$ cat config.mk
export PLATFORM = sky130hd
export DESIGN_NAME = downsample_ctrl
export DESIGN_NICKNAME = d
export VERILOG_FILES = /design/src/rtl/downsample_pkg.sv /design/src/rtl/bilinear_interpolation.sv /design/src/rtl/downsample_ctrl.sv
export SDC_FILE = /design/constraint.sdc
export NUM_CORES = 2
export LEC_CHECK = 0
export BUFFER_PORTS_ARGS = -buffer_cell sky130_fd_sc_hd__buf_4
export CORE_MARGIN = 8
export CORE_UTILIZATION = 60
export CTS_CLUSTER_SIZE = 8
export DETAILED_ROUTE_END_ITERATION = 12
export GPL_ROUTABILITY_DRIVEN = 0
export PLACE_DENSITY_LB_ADDON = 0.1
export SLEW_MARGIN = 20
export SYNTH_ARGS = -nofsm -noshare
export SYNTH_HDL_FRONTEND = slang
export SYNTH_SLANG_ARGS = --single-unit
$ cat constraint.sdc
create_clock -name clk -period 20.4 [get_ports clk]
set_input_delay 4.08 -clock clk [delete_from_list [all_inputs] [get_ports clk]]
set_output_delay 4.08 -clock clk [all_outputs]
set_load 0.01 [all_outputs]
$ cat src/rtl/downsample_pkg.sv
// Shared types for downsample_ctrl: Q8.8 position, FSM state and bilinear fetch order.
package downsample_pkg;

  typedef logic [23:0] pos_q8_8_t;

  typedef enum logic [1:0] {
    IDLE  = 2'd0,
    FETCH = 2'd1,
    EMIT  = 2'd2,
    DONE  = 2'd3
  } state_t;

  // fetch step k: bit1 selects the ceil row, bit0 the ceil column
  localparam logic [2:0] K_A4   = 3'd0;
  localparam logic [2:0] K_A3   = 3'd1;
  localparam logic [2:0] K_A2   = 3'd2;
  localparam logic [2:0] K_A1   = 3'd3;
  localparam logic [2:0] K_LAST = 3'd4;

endpackage

$ cat src/rtl/bilinear_interpolation.sv
// Combinational bilinear blend of four neighbours with 8-bit fractional weights.
module bilinear_interpolation #(
  parameter int DW = 8
) (
  input  logic [7:0]    x,
  input  logic [7:0]    y,
  input  logic [DW-1:0] a1,
  input  logic [DW-1:0] a2,
  input  logic [DW-1:0] a3,
  input  logic [DW-1:0] a4,
  output logic [DW-1:0] result
);

  logic [8:0]     wx0, wy0;
  logic [DW+8:0]  top, bot;
  logic [DW+17:0] acc;

  // a4/a3 are the floor row, a2/a1 the ceil row; weights sum to 256 per axis
  assign wx0 = 9'd256 - {1'b0, x};
  assign wy0 = 9'd256 - {1'b0, y};
  assign top = (DW+9)'(a4) * (DW+9)'(wx0) + (DW+9)'(a3) * (DW+9)'(x);
  assign bot = (DW+9)'(a2) * (DW+9)'(wx0) + (DW+9)'(a1) * (DW+9)'(x);
  assign acc = (DW+18)'(top) * (DW+18)'(wy0) + (DW+18)'(bot) * (DW+18)'(y);
  assign result = DW'(acc >> 16);

endmodule

$ cat src/rtl/downsample_ctrl.sv
// Bilinear downsampler sequencer: 4 SRAM reads per output pixel, then one ofmap handshake.
// Optional DOWNSAMPLE_CTRL_EDGE_CLAMP_EN clamps ceil indices to the last input row/column.
module downsample_ctrl
  import downsample_pkg::*;
#(
  parameter  int STRIDE_Q8_8 = 369,
  parameter  int HIN         = 27,
  parameter  int HOUT        = 19,
  parameter  int DW          = 8,
  localparam int AW_IN       = $clog2(HIN*HIN),
  localparam int AW_OUT      = $clog2(HOUT*HOUT)
) (
  input  logic              clk,
  input  logic              rst_n,
  input  logic              start,
  output logic              busy,
  output logic              done,
  output logic              rd_en,
  output logic [AW_IN-1:0]  rd_addr,
  input  logic [DW-1:0]     rd_data,
  output logic              of_valid,
  input  logic              of_ready,
  output logic [AW_OUT-1:0] of_addr,
  output logic [DW-1:0]     of_data
);

  localparam int        IW   = (HOUT > 1) ? $clog2(HOUT) : 1;
  localparam pos_q8_8_t STEP = pos_q8_8_t'(STRIDE_Q8_8);

  state_t            state;
  logic [2:0]        k;
  logic [IW-1:0]     i, j;
  pos_q8_8_t         pos_h, pos_w;
  logic [DW-1:0]     a1, a2, a3, a4;
  logic [AW_OUT-1:0] out_idx;
  logic [15:0]       floor_h, floor_w, ceil_h_raw, ceil_w_raw, ceil_h, ceil_w, row, col;
  logic [31:0]       addr_full;
  logic              last_col, last_row;

  assign floor_h    = pos_h[23:8];
  assign floor_w    = pos_w[23:8];
  assign ceil_h_raw = floor_h + 16'd1;
  assign ceil_w_raw = floor_w + 16'd1;

`ifdef DOWNSAMPLE_CTRL_EDGE_CLAMP_EN
  assign ceil_h = (ceil_h_raw > 16'(HIN-1)) ? 16'(HIN-1) : ceil_h_raw;
  assign ceil_w = (ceil_w_raw > 16'(HIN-1)) ? 16'(HIN-1) : ceil_w_raw;
`else
  assign ceil_h = ceil_h_raw;
  assign ceil_w = ceil_w_raw;
`endif

  assign row       = k[1] ? ceil_h : floor_h;
  assign col       = k[0] ? ceil_w : floor_w;
  assign addr_full = 32'(row) * 32'(HIN) + 32'(col);

  assign rd_en    = (state == FETCH) && (k < K_LAST);
  assign rd_addr  = rd_en ? AW_IN'(addr_full) : '0;
  assign busy     = (state != IDLE);
  assign done     = (state == DONE);
  assign of_valid = (state == EMIT);
  assign of_addr  = out_idx;
  assign last_col = (j == IW'(HOUT-1));
  assign last_row = (i == IW'(HOUT-1));

  bilinear_interpolation #(.DW(DW)) u_interp (
    .x      (pos_w[7:0]),
    .y      (pos_h[7:0]),
    .a1     (a1),
    .a2     (a2),
    .a3     (a3),
    .a4     (a4),
    .result (of_data)
  );

  always_ff @(posedge clk) begin
    if (!rst_n) begin
      state   <= IDLE;
      k       <= '0;
      i       <= '0;
      j       <= '0;
      pos_h   <= '0;
      pos_w   <= '0;
      out_idx <= '0;
      a1      <= '0;
      a2      <= '0;
      a3      <= '0;
      a4      <= '0;
    end else begin
      case (state)
        IDLE: if (start) begin
          state   <= FETCH;
          k       <= '0;
          i       <= '0;
          j       <= '0;
          pos_h   <= '0;
          pos_w   <= '0;
          out_idx <= '0;
        end
        FETCH: begin
          // SRAM data for step k lands one cycle later, at k+1
          case (k)
            K_A4 + 3'd1: a4 <= rd_data;
            K_A3 + 3'd1: a3 <= rd_data;
            K_A2 + 3'd1: a2 <= rd_data;
            K_A1 + 3'd1: a1 <= rd_data;
            default: ;
          endcase
          if (k == K_LAST) state <= EMIT;
          else             k     <= k + 3'd1;
        end
        EMIT: if (of_ready) begin
          k       <= '0;
          out_idx <= out_idx + AW_OUT'(1);
          if (last_col) begin
            j     <= '0;
            pos_w <= '0;
            if (last_row) begin
              state <= DONE;
            end else begin
              i     <= i + IW'(1);
              pos_h <= pos_h + STEP;
              state <= FETCH;
            end
          end else begin
            j     <= j + IW'(1);
            pos_w <= pos_w + STEP;
            state <= FETCH;
          end
        end
        DONE:    state <= IDLE;
        default: state <= IDLE;
      endcase
    end
  end

endmodule

**After elaboration in Yosys (flattened, before gate mapping)**

Index checks and enable logic that the tools add are counted.
W data, S select, Z words.

- Output and inout bits: 31
- Bits in registers: 104
- Logic and storage cells: 93
- Bits of input ports: 12

- Equal/unequal tests: 15
- Multipliers: 7
- Reduce and logical (&&, ||, !) cells: 13
- Muxes and demuxes: 32
- Order comparisons: 1
- Add/subtract/negate cells: 14

Operators with widths:

| cell | number |
|---|---|
| $mux W24 | 6 |
| $pmux W24 S2 | 2 |
| $add A24 B9 Y24 const B | 2 |
| $add A17 B16 Y17 | 2 |
| $mul A8 B9 Y17 | 2 |
| $mul A8 B8 Y16 | 2 |
| $mux W5 | 6 |
| $add A24 B24 Y24 | 1 |
| $mul A17 B8 Y24 | 1 |
| $mul A17 B9 Y24 | 1 |
| $mux W10 | 2 |
| $pmux W5 S2 | 2 |
| $mux W9 | 2 |
| $pmux W9 S2 | 1 |
| $sub A9 B8 Y9 const A | 2 |
| $add A16 B1 Y16 const B | 1 |
| $mul A16 B5 Y10 const B | 1 |
| $mux W16 | 1 |
| $add A10 B1 Y10 const B | 1 |
| $add A10 B10 Y10 | 1 |
| $add A5 B1 Y5 const B | 2 |
| $eq A5 B5 Y1 const B | 2 |
| $mux W2 | 5 |
| $add A9 B1 Y9 const B | 1 |
| 20 further kinds | 33 |

**Longest topological paths before layout**

- Depth after elaboration: 5
- Gate-level depth with buffers: 50
- Mapped depth without buffers: 47

**Cells and area by module**

From an unflattened synthesis, not the netlist that was laid out.

- Cell total of the unflattened synthesis: 2739
- Area, all modules: 23476.3 um^2

Modules (own cells, without submodules):

| module | cells an instance | seq. area each (um^2) | area an instance (um^2) | times used |
|---|---|---|---|---|
| bilinear_interpolation | 2099 | 0.0 | 18213.7 | 1 |
| downsample_ctrl | 640 | 1841.8 | 5262.5 | 1 |

**Least setup slack after synthesis**

OpenSTA, ideal clock, no wires.

- Path kind: reg-to-output
- Start: register pos_w[0]
- End: output port of_data[7]
- Required time: 16320 ps
- Slack: 4783 ps
- Stages on the path, launching flop included: 43
- Data arrival time: 11537 ps
- Buffers on the path: 3
- Cell sequence: dfxtp_1 clkbuf_1 clkbuf_1 inv_1 ha_1 nor3b_1 nand2_1 nor3_1 clkbuf_1 nand2_1 fa_1 fa_1 inv_1 fa_1 fa_1 fa_1 inv_1 fa_1 [... 7 more ...] nand2_1 fa_1 inv_1 fa_1 fa_1 fa_1 fa_1 inv_1 fa_1 inv_1 ha_1 nand3_1 a211o_1 o2111ai_1 nand3_1 a31oi_1 xor2_1 xnor3_1

- Cells in the longest elaborated chain, start to end: 5
- Elaborated cells between the ends (all ways): 10
- Those cells by class: 4 x add/sub; 6 x mul

Ends and longest elaborated chain:

| element | line | text |
|---|---|---|
| start, declared | downsample_ctrl.sv:33 | `pos_q8_8_t pos_h, pos_w;` |
| start signal, assigned | downsample_ctrl.sv:127 | `pos_w <= pos_w + STEP;` |
| $sub A9 B8 Y9 | bilinear_interpolation.sv:19 | `assign wx0 = 9'd256 - {1'b0, x};` |
| $mul A8 B9 Y17, on equally long branches | bilinear_interpolation.sv:21, bilinear_interpolation.sv:22 |  |
| $add A17 B16 Y17, on equally long branches | bilinear_interpolation.sv:21, bilinear_interpolation.sv:22 |  |
| $mul A17 B9 Y24 / $mul A17 B8 Y24 (equally long branches) | bilinear_interpolation.sv:23 | `assign acc = (DW+18)'(top) * (DW+18)'(wy0) + (DW+18)'(bot) * (DW+18)'(y);` |
| $add A24 B24 Y24 * | bilinear_interpolation.sv:23 |  |
| end, declared | downsample_ctrl.sv:24 | `output logic [DW-1:0] of_data` |

Every way passes the cells marked *; elsewhere a longest branch is shown, timed or not.

**Final worst setup path**

- Start: register pos_w[1]
- End: output port of_data[7]

Same word-level chain as after synthesis.

==> metrics.md <==
| Metric | Value |
|---|---|
| Status | `finished, final reports clean` |
| Post-CTS Repair Setup Buffers | `0` |
| Mean Syn Cell Area | `8.608 sq um` |
| Max Cap Violations | `0` |
| Hold Crit Endpoint | `of_addr[8]` |
| CTS max path bufs | `2` |
| Num ports | `43` |
| Final antenna-violating net count | `0` |
| # nets final | `3,386` |
| Initial core utilization | `60.36%` |
| Final WL | `53.34 mm` |
| Crit path required time | `16.32 ns` |
| Most common flop cell mapped by yosys | `dfxtp_1` |
| Reg2reg setup slack | `17.33 ns` |
| Crit Path Category | `flop to output port` |
| CP arrival | `13.57 ns` |
| Worst-path maximum fanout | `22` |
| HP Class | `flop to flop` |
| Yosys warning count | `0` |
| Pwr Density | `19.78 nW/um^2` |
| Die width | `212.5 microns` |
| First-pass GRT wire length | `89.80 mm` |
| Final Max Slew Viols | `0` |
| Sequential-to-total area share from yosys stat | `7.951%` |
| Post-synth top cells | `inv_1, fa_1, nand2_1, and2_1, ha_1` |
| Port-buffer cells | `42` |
| Crit path time final | `17.65 ns` |
| Worst-Skew Late Latency | `0.35 ns` |
| Synth area leaders | `fa_1, ha_1, inv_1` |
| CTS HTree Levels | `3` |
| Number of synthesized flops with an enable pin | `0` |
| R2r endpoint | `pos_w[16]` |
| Top-count cell post-synth | `inv_1` |
| Cell taking the most area after synthesis | `fa_1` |
| Height of the die | `212.5 microns` |
| Final core occ | `63.55%` |
| Antenna Cells | `0` |
| Mean routed wirelength per cell | `16.65 microns` |
| Ys async rst share | `0%` |
| Max IR drop VDD | `52.02 uV` |
| Register bit total from synthesis | `92` |
| Via/cell ratio | `5.360` |
| DP HPWL | `44.72 mm` |
| Core area | `38,380 sq um` |
| Cell Area, Synth | `23,160 sq um` |
| Final cell count without fillers | `3,203` |
| Worst Min Path Start | `of_addr[8]` |
| Overflow after GRT | `0` |
| Final instance area | `24,390 sq um` |
| Setup-failing EPs final | `0` |
| Max-slew headroom | `24.52%` |
| Fin crit share | `86.52%` |
| Syn Nets | `3,397` |
| CP max stage cell | `dfxtp_1` |
| Die area | `45,150 sq um` |
| Post-CTS Resized | `0` |
| Post-route setup TNS | `0 ns` |
| Yosys cell types | `59` |
| Layout cells sized above 1 | `4.171%` |
| Worst path max stage delay | `0.87 ns` |
| Startpoint types | `flop` |
| Worst slew pin tran | `1.127 ns` |
| Pre-Repair DR Iteration Count | `5` |
| Number of DRC markers in iteration 0 | `1,104` |
| Clk sink count | `92` |
| Synth-to-layout area growth | `5.288%` |
| Row cnt | `72` |
| Placed Cells | `3,187` |
| CTS tree | `done` |
| Fmax | `0.05666 GHz` |
| Yosys top cell area share | `39.41%` |
| RSZ-0062 raised after global routing | `no` |
| Fin. Hold Viols | `0` |
| R2R Path Start | `pos_w[1]` |
| Routed via count | `17,170` |
| DP Area | `24,050 sq um` |
| CTS clk-pin slew, worst paths | `0.07 ns` |
| Hold depth | `2` |
| Gr usage total | `24.78%` |
| DRC | `0` |
| Hold_buf cts | `0` |
| Crit path top cell by count | `fa_1` |
| CTS root buffer | `clkbuf_16` |
| Antenna violations before repair | `0` |
| Vias in the first global route | `18,090` |
| Worst Skew | `0.003509 ns` |
| Pin count of the biggest net entering global routing | `40` |
| Worst setup EP type | `output port` |
| Static leakage | `12.60 nW` |
| CTS Buf Count | `9` |
| Synth Instances | `2,691` |
| Worst reg-to-reg path cell count | `9` |
## routing by layer
metal / track usage [%] / vias up / routed length [microns] / share of wire (%)
li1: - / 7960 / - / -
met1: 32.48 / 8693 / 22830 / 43
met2: 42.78 / 433 / 26480 / 50
met3: 2.580 / 82 / 2459 / 4.6
met4: 7.996 / 0 / 1568 / 2.9
met5: 0 / - / 0 / 0
## worst max-delay path: cells and delay by family, from the launching register on
| kind | cells | cell delay [ns] |
|---|---|---|
| fa+ha+maj | 15 | 6.89 |
| xor+xnor | 4 | 2.03 |
| compound gates | 7 | 1.40 |
| simple gates | 9 | 1.14 |
| flops | 1 | 0.87 |
| buf+inv | 9 | 0.85 |
## how the worst max path moves through the flow
stage               cells after the start    endpoint     start
finish                                 44  of_data[7]  pos_w[1]
global route                           44  of_data[7]  pos_w[1]
CTS                                    44  of_data[7]  pos_w[1]
detailed placement                     44  of_data[7]  pos_w[1]
global placement                       39  of_data[7]  pos_w[1]
floorplan                              42  of_data[7]  pos_w[0]
## layout by cell type, fill, tap and decap left out, types with 8 or more instances in the layout
master and count:
xnor2_1 63, nor3_1 18, inv_1 615, clkbuf_16 9, xor2_1 43, nand4_1 18
nand3_1 34, and3_1 11, dfxtp_1 92, nor2_1 97, a21boi_0 21, fa_1 456
buf_4 72, a21oi_1 69, ha_1 238, nand2_1 382, nor2b_1 19, nand2b_1 19
o21ai_0 32, a21o_1 8, and2_1 274, or3_1 14
## layout make-up
| class | instances | area, sq um |
|---|---|---|
| clock buffer | 10 | 239.0 |
| multi-input combinational | 1889 | 18710 |
| fill | 3390 | 13990 |
| inverter | 616 | 2312 |
| clock inverter | 6 | 93.84 |
| sequential | 92 | 1842 |
| timing repair buffer | 72 | 540.5 |
| tap | 518 | 648.1 |
## registers in the layout, indices dropped and copies added (netlist names)
| register | count |
|---|---|
| a1 | 8 |
| a2 | 8 |
| a3 | 8 |
| a4 | 8 |
| i | 5 |
| j | 5 |
| k | 3 |
| of_addr | 9 |
| pos_h | 18 |
| pos_w | 18 |
| state | 2 |
## power breakdown
group | switching (W) | total (W) | internal, W | leakage, nW
Sequential | 0.00000535 | 0.000187 | 0.000182 | 0.743
Clock | 0.0000760 | 0.000188 | 0.000112 | 0.160
Combinational | 0.0000729 | 0.000107 | 0.0000341 | 11.7
Total | 0.000154 | 0.000482 | 0.000328 | 12.6
## cell families (layout without fill, tap and decap cells)
| family | Yosys count | count (layout) | share of synthesized area (%) |
|---|---|---|---|
| simple gates | 910 | 910 | 19.28 |
| buf+inv | 710 | 704 | 11.51 |
| fa+ha+maj | 694 | 694 | 52.27 |
| compound gates | 171 | 171 | 4.586 |
| xor+xnor | 113 | 113 | 4.365 |
| flops | 92 | 92 | 7.951 |
| mux | 1 | 1 | 0.04321 |
## through the flow
step	setup slack (ns)	total power [W]	hold WS [ns]
final	2.749	0.0004824	0.5234
after global routing	1.744	0.0005035	0.5507
after CTS	2.747	0.0004849	0.5183
after detailed placement	3.165	0.0002973	0.5059
after global placement	3.269	0.0002939	0.4893
after floorplan	4.783	0.0002556	0.4693
No activity file was read; power rests on OpenSTA's default activity.
